==> config.mk <==
export PLATFORM = sky130hd
export DESIGN_NAME = audio_stats_monitor
export DESIGN_NICKNAME = d
export VERILOG_FILES = /design/src/rtl/audio_stats_pkg.sv /design/src/rtl/audio_stats_chan.sv /design/src/rtl/audio_stats_monitor.sv
export SDC_FILE = /design/constraint.sdc
export NUM_CORES = 1
export LEC_CHECK = 0
export ABC_AREA = 1
export CAP_MARGIN = 20
export CORE_MARGIN = 3
export CORE_UTILIZATION = 35
export DETAILED_ROUTE_END_ITERATION = 10
export PLACE_DENSITY = 0.52
export SLEW_MARGIN = 20
export SYNTH_ARGS = -nofsm -noshare
export SYNTH_HDL_FRONTEND = slang
export SYNTH_HIERARCHICAL = 1
export SYNTH_SLANG_ARGS = --single-unit
==> constraint.sdc <==
create_clock -name clk -period 2.16 [get_ports clk]
set_input_delay 0.324 -clock clk [delete_from_list [all_inputs] [get_ports clk]]
set_output_delay 0.324 -clock clk [all_outputs]
set_load 0.02 [all_outputs]
==> src/rtl/audio_stats_pkg.sv <==
// -----------------------------------------------------------------------------
// audio_stats_pkg
// Shared helpers for the audio statistics engine:
//   sum_width  - width of the per-channel window accumulator
//   zc_width   - width of the per-channel zero-crossing counter
//   sign_neg   - sign class of a sample (1 = negative, 0 = non-negative)
// -----------------------------------------------------------------------------
package audio_stats_pkg;

    // The accumulator must hold 2^log2_win full-scale samples without overflow.
    function automatic int sum_width(input int width, input int log2_win);
        return width + log2_win;
    endfunction

    // A window of 2^log2_win samples can produce up to 2^log2_win crossings
    // (the first sample may cross against the previous window's last sample).
    function automatic int zc_width(input int log2_win);
        return log2_win + 1;
    endfunction

    // Sign class used for crossing detection: zero counts as non-negative.
    function automatic logic sign_neg(input logic msb);
        return (msb == 1'b1) ? 1'b1 : 1'b0;
    endfunction

endpackage

==> src/rtl/audio_stats_chan.sv <==
// -----------------------------------------------------------------------------
// audio_stats_chan
// Per-channel window accumulator (running max/min, sum, zero crossings) and
// the registered result outputs that are published at the end of each window.
// Ports:
//   clk, rst_n   - clock, asynchronous active-low reset
//   accept       - a sample is taken on this edge (strobe and not clr)
//   win_first    - the accepted sample is the first one of the window
//   win_last     - the accepted sample is the last one of the window
//   clr          - restart the current window; results hold
//   smpl         - signed input sample
//   max_out, min_out, avg_out, zc_out - window results
// -----------------------------------------------------------------------------
module audio_stats_chan
    import audio_stats_pkg::*;
#(
    parameter int WIDTH    = 16,
    parameter int LOG2_WIN = 10
) (
    input  logic                             clk,
    input  logic                             rst_n,
    input  logic                             accept,
    input  logic                             win_first,
    input  logic                             win_last,
    input  logic                             clr,
    input  logic signed [WIDTH-1:0]          smpl,
    output logic signed [WIDTH-1:0]          max_out,
    output logic signed [WIDTH-1:0]          min_out,
    output logic signed [WIDTH-1:0]          avg_out,
    output logic [zc_width(LOG2_WIN)-1:0]    zc_out
);

    localparam int SUM_W = sum_width(WIDTH, LOG2_WIN);
    localparam int ZC_W  = zc_width(LOG2_WIN);

    logic signed [WIDTH-1:0] run_max_r;
    logic signed [WIDTH-1:0] run_min_r;
    logic signed [SUM_W-1:0] sum_r;
    logic [ZC_W-1:0]         zc_r;
    logic                    prev_neg_r;
    logic                    prev_ok_r;

    logic signed [WIDTH-1:0] max_r;
    logic signed [WIDTH-1:0] min_r;
    logic signed [WIDTH-1:0] avg_r;
    logic [ZC_W-1:0]         zc_out_r;

    logic                    smpl_neg_s;
    logic                    cross_s;
    logic signed [SUM_W-1:0] smpl_ext_s;
    logic signed [SUM_W-1:0] sum_next_s;
    logic signed [WIDTH-1:0] avg_next_s;
    logic [ZC_W-1:0]         zc_next_s;
    logic signed [WIDTH-1:0] max_next_s;
    logic signed [WIDTH-1:0] min_next_s;

    // Next-state values of the accumulators including the current sample.
    always_comb begin
        smpl_neg_s = sign_neg(smpl[WIDTH-1]);
        smpl_ext_s = {{LOG2_WIN{smpl[WIDTH-1]}}, smpl};
        sum_next_s = sum_r + smpl_ext_s;
        // Arithmetic shift floors toward -inf; the mean always fits in WIDTH.
        avg_next_s = WIDTH'(sum_next_s >>> LOG2_WIN);

        if (prev_ok_r && (smpl_neg_s != prev_neg_r)) begin
            cross_s = 1'b1;
        end else begin
            cross_s = 1'b0;
        end
        zc_next_s = zc_r + {{(ZC_W-1){1'b0}}, cross_s};

        if (win_first) begin
            max_next_s = smpl;
            min_next_s = smpl;
        end else begin
            if (smpl > run_max_r) begin
                max_next_s = smpl;
            end else begin
                max_next_s = run_max_r;
            end
            if (smpl < run_min_r) begin
                min_next_s = smpl;
            end else begin
                min_next_s = run_min_r;
            end
        end
    end

    // Accumulator update; results load only at the window end, all together.
    always_ff @(posedge clk or negedge rst_n) begin
        if (!rst_n) begin
            run_max_r  <= '0;
            run_min_r  <= '0;
            sum_r      <= '0;
            zc_r       <= '0;
            prev_neg_r <= 1'b0;
            prev_ok_r  <= 1'b0;
            max_r      <= '0;
            min_r      <= '0;
            avg_r      <= '0;
            zc_out_r   <= '0;
        end else if (clr) begin
            run_max_r  <= '0;
            run_min_r  <= '0;
            sum_r      <= '0;
            zc_r       <= '0;
            prev_ok_r  <= 1'b0;
        end else if (accept) begin
            // The previous sample survives window boundaries on purpose.
            prev_neg_r <= smpl_neg_s;
            prev_ok_r  <= 1'b1;
            if (win_last) begin
                max_r     <= max_next_s;
                min_r     <= min_next_s;
                avg_r     <= avg_next_s;
                zc_out_r  <= zc_next_s;
                run_max_r <= '0;
                run_min_r <= '0;
                sum_r     <= '0;
                zc_r      <= '0;
            end else begin
                run_max_r <= max_next_s;
                run_min_r <= min_next_s;
                sum_r     <= sum_next_s;
                zc_r      <= zc_next_s;
            end
        end
    end

    assign max_out = max_r;
    assign min_out = min_r;
    assign avg_out = avg_r;
    assign zc_out  = zc_out_r;

endmodule

==> src/rtl/audio_stats_monitor.sv <==
// -----------------------------------------------------------------------------
// audio_stats_monitor
// Per-channel audio statistics over windows of 2^LOG2_WIN sample strobes.
// Ports:
//   clk, rst_n  - clock, asynchronous active-low reset
//   smpl_vld    - sample strobe, smpl_in accepted on this edge
//   smpl_in     - packed signed samples, ch0 in the LSBs
//   clr         - restart the current window (wins over smpl_vld)
//   stats_vld   - one-cycle pulse after the result buses were updated
//   max_out, min_out, avg_out, zc_out - packed per-channel window results
//   win_cnt     - samples accepted so far in the current window
// -----------------------------------------------------------------------------
module audio_stats_monitor
    import audio_stats_pkg::*;
#(
    parameter int NUM_CH   = 2,
    parameter int WIDTH    = 16,
    parameter int LOG2_WIN = 10
) (
    input  logic                                   clk,
    input  logic                                   rst_n,
    input  logic                                   smpl_vld,
    input  logic [NUM_CH*WIDTH-1:0]                smpl_in,
    input  logic                                   clr,
    output logic                                   stats_vld,
    output logic [NUM_CH*WIDTH-1:0]                max_out,
    output logic [NUM_CH*WIDTH-1:0]                min_out,
    output logic [NUM_CH*WIDTH-1:0]                avg_out,
    output logic [NUM_CH*zc_width(LOG2_WIN)-1:0]   zc_out,
    output logic [LOG2_WIN-1:0]                    win_cnt
);

    localparam int ZC_W = zc_width(LOG2_WIN);

    logic                accept_s;
    logic                win_first_s;
    logic                win_last_s;
    logic [LOG2_WIN-1:0] win_cnt_r;
    logic                stats_vld_r;

    // Shared window controls; clr discards a coincident strobe.
    always_comb begin
        accept_s    = smpl_vld && !clr;
        win_first_s = (win_cnt_r == '0);
        win_last_s  = (win_cnt_r == '1);
    end

    // Window position counter (wraps naturally) and the result-valid pulse.
    always_ff @(posedge clk or negedge rst_n) begin
        if (!rst_n) begin
            win_cnt_r   <= '0;
            stats_vld_r <= 1'b0;
        end else if (clr) begin
            win_cnt_r   <= '0;
            stats_vld_r <= 1'b0;
        end else begin
            if (accept_s) begin
                win_cnt_r <= win_cnt_r + LOG2_WIN'(1'b1);
            end
            stats_vld_r <= accept_s && win_last_s;
        end
    end

    assign win_cnt   = win_cnt_r;
    assign stats_vld = stats_vld_r;

    for (genvar g = 0; g < NUM_CH; g++) begin : g_chan
        audio_stats_chan #(
            .WIDTH    (WIDTH),
            .LOG2_WIN (LOG2_WIN)
        ) u_chan (
            .clk       (clk),
            .rst_n     (rst_n),
            .accept    (accept_s),
            .win_first (win_first_s),
            .win_last  (win_last_s),
            .clr       (clr),
            .smpl      (smpl_in[g*WIDTH +: WIDTH]),
            .max_out   (max_out[g*WIDTH +: WIDTH]),
            .min_out   (min_out[g*WIDTH +: WIDTH]),
            .avg_out   (avg_out[g*WIDTH +: WIDTH]),
            .zc_out    (zc_out[g*ZC_W +: ZC_W])
        );
    end

endmodule

==> impl_results.md, run 1 <==
* Status: finished clean
* Core area at 0.0460 mm2
* Largest net degree at the start of global routing at 67
* Design Area, Final at 0.0230 mm2
* Die width at 223 um
* Share of layout cells above drive strength 1 at 21.3%
* Tmin final at 2.09 ns
* Top Ports at 165
* EDFF count, synth at 0
* Max-cap violations at 0
* Post-synthesis sequential area ratio at 41.0%
* Fin. Hold Viols at 0
* Tot GR Track Use at 20.5%
* DP HPWL at 38300 um
* Final worst path period share at 96.5%
* Critical Path AT at 2.52 ns
* Post-synth cell types at 50
* Largest delay contributor family on the critical path: buffers and inverters
* Syn nets at 2322
* Synth Register Bits at 271
* Die area at 0.0499 mm2
* Final setup viols at 0
* Slew Limit Headroom at 61.4%
* Worst-skew pair later-pin latency at 0.55 ns
* Buf/Inv on CP at 2
* Initial core utilization at 35.9%
* Unrepaired setup endpoints after global routing: true
* Critical-path cell list: clkdlybuf4s50_1 > ha_1 > a21oi_2 > o21ai_4 > a21boi_4 > buf_4 > nor2_1 > nand3_1 > nand2_1 > or2_1 > nand3_1 > nand2_1
* CTS max path bufs at 3
* Drc violations at 0
* Final slew viol count at 0
* R2r endpoint: g_chan[0].u_chan/avg_out[0]
* GRT overflow at 0
* Fin Clk Skew at 0.0182 ns
* Synth top area cells: dfrtp_1 (41%), nand2_1 (16%), ha_1 (8.9%), nand3_1 (8.1%), inv_1 (4.5%)
* Ys async rst share at 100%
* R2R Path Start: g_chan[0].u_chan/sum_r[3]
* Cells on worst reg2reg path at 11
* Max Clk Rate at 480 MHz
* Area growth, synth to finish at 39.5%
* Setup slack, reg-to-reg at 0.11 ns
* Total Wirelength at 51900 um
* Peak VDD IR at 620 uV
* Routability cong. at 0.873
* Placed cell areas at 0.0211 mm2
* CTS tree: done
* Syn avg cell area at 7.63 um2
* Worst min-delay path category: in2async
* H-tree levels at 2
* Gate Count Post-Synth at 2166
* Finished Core Util at 50.1%
* CP Class: in2reg
* P_leak at 11.6 nW
* Vias in the first global route at 15860
* Crit end category: flop
* Top-area cell type share of the netlist area at 41.0%
* Root buffer cell: clkbuf_16
* Slowest stage delay, CP at 0.55 ns
* Core Rows at 78
* Cell taking the most area after synthesis: dfrtp_1
* CP Max Fanout at 4
* Yosys warns at 6
* Vias/cell at 4.90
* Die Y at 223 um
* Count leader, synth: nand2_1
* Post-route ant nets at 0
* Drt pass-1 iters at 5
* DR iter-0 viols at 1012
* Setup crit start kind: input pin
* Fin Hold WS at 0.334 ns
* Clock-pin slew on the worst setup and hold paths at 0.06 ns
* Antenna fix cells at 0
* Crit-path slowest cell: clkdlybuf4s50_1
* Initial antenna violation count at 0
* Final nets at 2764
* CTS Buf Count at 35
* # port buffers at 164
* Cell Area, Synth at 0.0165 mm2
* First-pass GRT wire length at 83600 um
* Placed instance count at 3148
* Pwr Total at 19.8 mW
* Power density cells at 860 mW/mm2
* Main synth FF type: dfrtp_1
* Post-synth top cells: nand2_1 (703), dfrtp_1 (271), nand3_1 (269), inv_1 (200), ha_1 (118)
* CP Data Required Time at 2.59 ns
* Vias at 15829
* Worst-Margin Slew at 0.573 ns
* Clock Sinks at 271
* Wire per inst at 16.1 um
* Non-filler cells, final at 3232
-- per-stage QoR --
step	TNS, ns	setup WS, ns
floorplan	0	0.0563
global placement	-96.40	-0.618
detailed placement	-99.18	-0.610
CTS	-0.00143	-0.00143
global route	-0.364	-0.0514
finish	0	0.0746
-- registers in the layout, summed over array words and instances, names as in the netlist --
signal	flops
g_chan.u_chan/avg_out	32
g_chan.u_chan/max_out	32
g_chan.u_chan/min_out	32
g_chan.u_chan/prev_neg_r	2
g_chan.u_chan/prev_ok_r	2
g_chan.u_chan/run_max_r	32
g_chan.u_chan/run_min_r	32
g_chan.u_chan/sum_r	52
g_chan.u_chan/zc_out	22
g_chan.u_chan/zc_r	22
stats_vld	1
win_cnt	10
-- routing by layer --
metal | part of all wire (%) | GRT usage, % | wire [um]
met3 | 4.7 | 3.97 | 2420
met5 | 0 | 0 | 0
met4 | 2.1 | 5.11 | 1080
met2 | 43 | 31.5 | 22300
met1 | 50 | 29.7 | 26100
-- report_power, final --
group | switching [mW] | internal [mW] | total [mW]
clock | 2.31 | 3.38 | 5.69
combinational | 4.45 | 3.61 | 8.06
sequential | 0.386 | 5.69 | 6.07
total | 7.14 | 12.7 | 19.8
-- area by class of cell --
cell class | instances | area, um2
Tap cell | 600 | 751
Inverter | 213 | 808
Fill cell | 4427 | 22900
Clock inverter | 11 | 96.3
Clock buffer | 50 | 1010
Sequential cell | 271 | 6780
Timing Repair Buffer | 469 | 4420
Multi-Input combinational cell | 1618 | 9180
-- worst max-delay path by stage --
stage	startpoint	to	slack (ns)	cells past startpoint
finish	smpl_in[3]	g_chan[0].u_chan/avg_out[0]	0.07	12
detailed placement	smpl_in[5]	g_chan[0].u_chan/sum_r[14]	-0.61	10
floorplan	win_cnt[1]	g_chan[1].u_chan/max_out[3]	0.06	12
global route	g_chan[0].u_chan/sum_r[0]	g_chan[0].u_chan/avg_out[0]	-0.05	12
CTS	g_chan[0].u_chan/sum_r[0]	g_chan[0].u_chan/avg_out[14]	-0.001	11
global placement	smpl_in[5]	g_chan[0].u_chan/avg_out[0]	-0.62	12
-- logic make-up after synthesis --
kind of cell / count (synthesis) / share of synthesized area [%]
flip-flops: 271 / 41.0
AO/OA/AOI/OAI: 235 / 7.93
adder cells (fa/ha/maj): 120 / 9.18
XOR/XNOR: 19 / 1.01
buffers and inverters: 277 / 6.95
AND/OR/NAND/NOR: 1244 / 33.9
-- layout by cell type (no fill, tap or decap), drive strengths merged, types with 50 or more instances in the layout --
cell	count
nand2	752
buf	303
nand3	278
dfrtp	271
inv	210
clkdlybuf4s50	145
nor2	122
ha	118
a21oi	97
o21ai	92
clkbuf	52
nand4	50
-- what timing repair did --
| item | CTS | global route |
|---|---|---|
| gates resized for setup | 4 | 149 |
| gates cloned | 0 | 2 |
| endpoints found under the hold margin | 46 | 0 |
| setup buffers | 0 | 20 |
| endpoints found under the setup margin | 23 | 190 |
| hold buffers | 1 | 0 |
| pin swaps | 1 | 38 |
(Power assumes the default switching activity.)
==> inputs of run 2 (changes only) <==
--- a/config.mk
+++ b/config.mk
@@ -8,9 +8,9 @@
 export ABC_AREA = 1
 export CAP_MARGIN = 20
 export CORE_MARGIN = 3
-export CORE_UTILIZATION = 35
+export CORE_UTILIZATION = 40
 export DETAILED_ROUTE_END_ITERATION = 10
-export PLACE_DENSITY = 0.52
+export PLACE_DENSITY = 0.58
 export SLEW_MARGIN = 20
 export SYNTH_ARGS = -nofsm -noshare
 export SYNTH_HDL_FRONTEND = slang
==> run 2 against run 1 <==
Net effect:
- largest power group unchanged
- total power rose by 0.14%
- hold slack got worse by 0.14 ns
- non-clock buffer count fell by 38
- setup slack got worse by 0.025 ns
- clock skew rose by 0.0012 ns
- combinational power fell by 3.0%
- design area fell by 2.3%
- fmax fell by 1.2%
==> impl_results.md, run 2 (same netlist as run 1, synthesis figures left out) <==
* Status: finished clean
* CTS max path bufs at 3 (unchanged)
* Routability cong. at 0.912 (+4.5%)
* Fin Clk Skew at 0.0195 ns (+0.00125 ns)
* Initial core utilization at 41.0% (+5.1 points)
* Final nets at 2727 (-1.3%)
* Setup crit start kind: input pin
* Power density cells at 882 mW/mm2 (+2.5%)
* # port buffers at 164 (unchanged)
* Final worst path period share at 97.7% (+1.2 points)
* Max Clk Rate at 474 MHz (-1.2%)
* Vias/cell at 5.07 (+3.5%)
* Seq pwr share at 30.5% (about the same)
* Vias at 15798 (-0.20%)
* CP Max Fanout at 4 (unchanged)
* Clock group share of total power at 30.1% (+1.4 points)
* Core area at 0.0403 mm2 (-12%)
* Total Wirelength at 49200 um (-5.2%)
* Largest net degree at the start of global routing at 76 (+13%)
* Die area at 0.0438 mm2 (-12%)
* Design Area, Final at 0.0225 mm2 (-2.3%)
* First-pass GRT wire length at 80600 um (-3.5%)
* Reg with most FFs: g_chan.u_chan/sum_r
* P_leak at 11.4 nW (-1.8%)
* GRT overflow at 0 (unchanged)
* Drc violations at 0 (unchanged)
* Worst-skew pair later-pin latency at 0.54 ns (about the same)
* Slew Limit Headroom at 65.6% (+4.2 points)
* Critical Path AT at 2.53 ns (about the same)
* Placed instance count at 3046 (-3.2%)
* DP HPWL at 36900 um (-3.5%)
* Die Y at 209 um (-6.3%)
* Most frequent cells in the layout: nand2_1 (699), dfrtp_1 (271), nand3_1 (253), buf_4 (230), inv_1 (191)
* Fin. Hold Viols at 0 (unchanged)
* Drt pass-1 iters at 5 (unchanged)
* Top Ports at 165 (unchanged)
* Tot GR Track Use at 22.2% (+1.7 points)
* Max-cap violations at 0 (unchanged)
* CTS tree: done
* Crit end category: flop
* Antenna fix cells at 0 (unchanged)
* Finished Core Util at 55.9% (+5.8 points)
* H-tree levels at 2 (unchanged)
* CTS Buf Count at 35 (unchanged)
* Post-route ant nets at 0 (unchanged)
* Clock-pin slew on the worst setup and hold paths at 0.06 ns (about the same)
* Tmin final at 2.11 ns (+0.0254 ns)
* Gate power share at 39.4% (-1.3 points)
* Fin Hold WS at 0.197 ns (-0.138 ns)
* Vias in the first global route at 15695 (-1.0%)
* Sw power at 7.01 mW (-1.9%)
* Core Rows at 73 (-6.4%)
* Non-filler cells, final at 3118 (-3.5%)
* Int Power at 12.8 mW (+1.3%)
* Final setup viols at 0 (unchanged)
* Placed cell areas at 0.0207 mm2 (-1.7%)
* CP Data Required Time at 2.58 ns (about the same)
* Worst min-delay path category: in2async
* Commonest non-fill, non-tap cell in the layout: nand2_1
* Wire per inst at 15.8 um (-1.7%)
* DR iter-0 viols at 967 (-4.4%)
* Clock Sinks at 271 (unchanged)
* CP Class: in2reg
* Root buffer cell: clkbuf_16
* Peak VDD IR at 579 uV (-6.7%)
* Share of layout cells above drive strength 1 at 19.3% (-2.0 points)
* Area growth, synth to finish at 36.2%
* Unrepaired setup endpoints after global routing: true
* Die width at 209 um (-6.3%)
* Switching share of power at 35.3% (-0.73 points)
* Initial antenna violation count at 0 (unchanged)
* Worst-Margin Slew at 0.516 ns (-0.0566 ns)
* Final slew viol count at 0 (unchanged)
* Max FFs per register at 52 (unchanged)
run 2: final cells by class:
type	count	area, um2
fill	3746	17800
sequential	271	6780
timing repair buffer	431	4030
inverter	213	808
clock buffer	50	1040
tap	525	657
clock inverter	9	123
multi-input combinational	1619	9070
run 2: stage by stage:
stage	worst slack, ns	power, mW	TNS (ns)
2_1_floorplan	0.0563	10.3	0
3_3_place_gp	-0.697	13.3	-94.78
3_5_place_dp	-0.664	13.4	-97.79
4_1_cts	0.0111	19.6	0
5_1_grt	-0.0246	21.2	-0.137
6_report	0.0492	19.9	0
run 2: worst paths after layout:
kind,startpoint,endpoint,slack [ns],cells after the start
min reg2reg,g_chan[1].u_chan/max_out[10],g_chan[1].u_chan/max_out[10],0.47,2
max in group asynchronous,rst_n,g_chan[0].u_chan/sum_r[17],1.24,3
min,rst_n,g_chan[1].u_chan/zc_out[3],0.20,2
min in group clk,smpl_in[16],g_chan[1].u_chan/sum_r[0],0.29,3
max reg2reg,win_cnt[1],g_chan[1].u_chan/min_out[10],0.09,11
max,smpl_in[19],g_chan[1].u_chan/avg_out[10],0.05,10
run 2: worst max-delay path: stages:
cell	delay (ns)
clkdlybuf4s50_1	0.56
ha_1	0.41
a21oi_1	0.26
o21ai_4	0.14
buf_4	0.16
nand3_1	0.08
nand3_2	0.13
or2_2	0.32
nand3_1	0.08
nand2_1	0.05
run 2: what timing repair did:
item / CTS / global route
buffers inserted: 3 / 7
gates resized for setup: 7 / 126
endpoints found under the setup margin: 44 / 217
hold buffers: 1 / 0
pin swaps: 1 / 23
endpoints found under the hold margin: 271 / 0
cloned: 0 / 2
run 2: power by group through the flow:
stage / clock network [mW] / logic, mW / registers [mW]
floorplan: 0 / 4.13 / 6.17
global placement: 0 / 7.21 / 6.11
detailed placement: 0 / 7.31 / 6.12
CTS: 6.13 / 7.38 / 6.04
global route: 6.31 / 8.72 / 6.13
finish: 5.97 / 7.82 / 6.06
run 2: per-layer routing:
metal	vias to the layer above	track usage [%]	routed length, um
met4	0	4.90	755
met5	-	0	0
met1	7507	31.2	23500
li1	7941	-	-
met2	298	36.6	22900
met3	52	3.06	2070
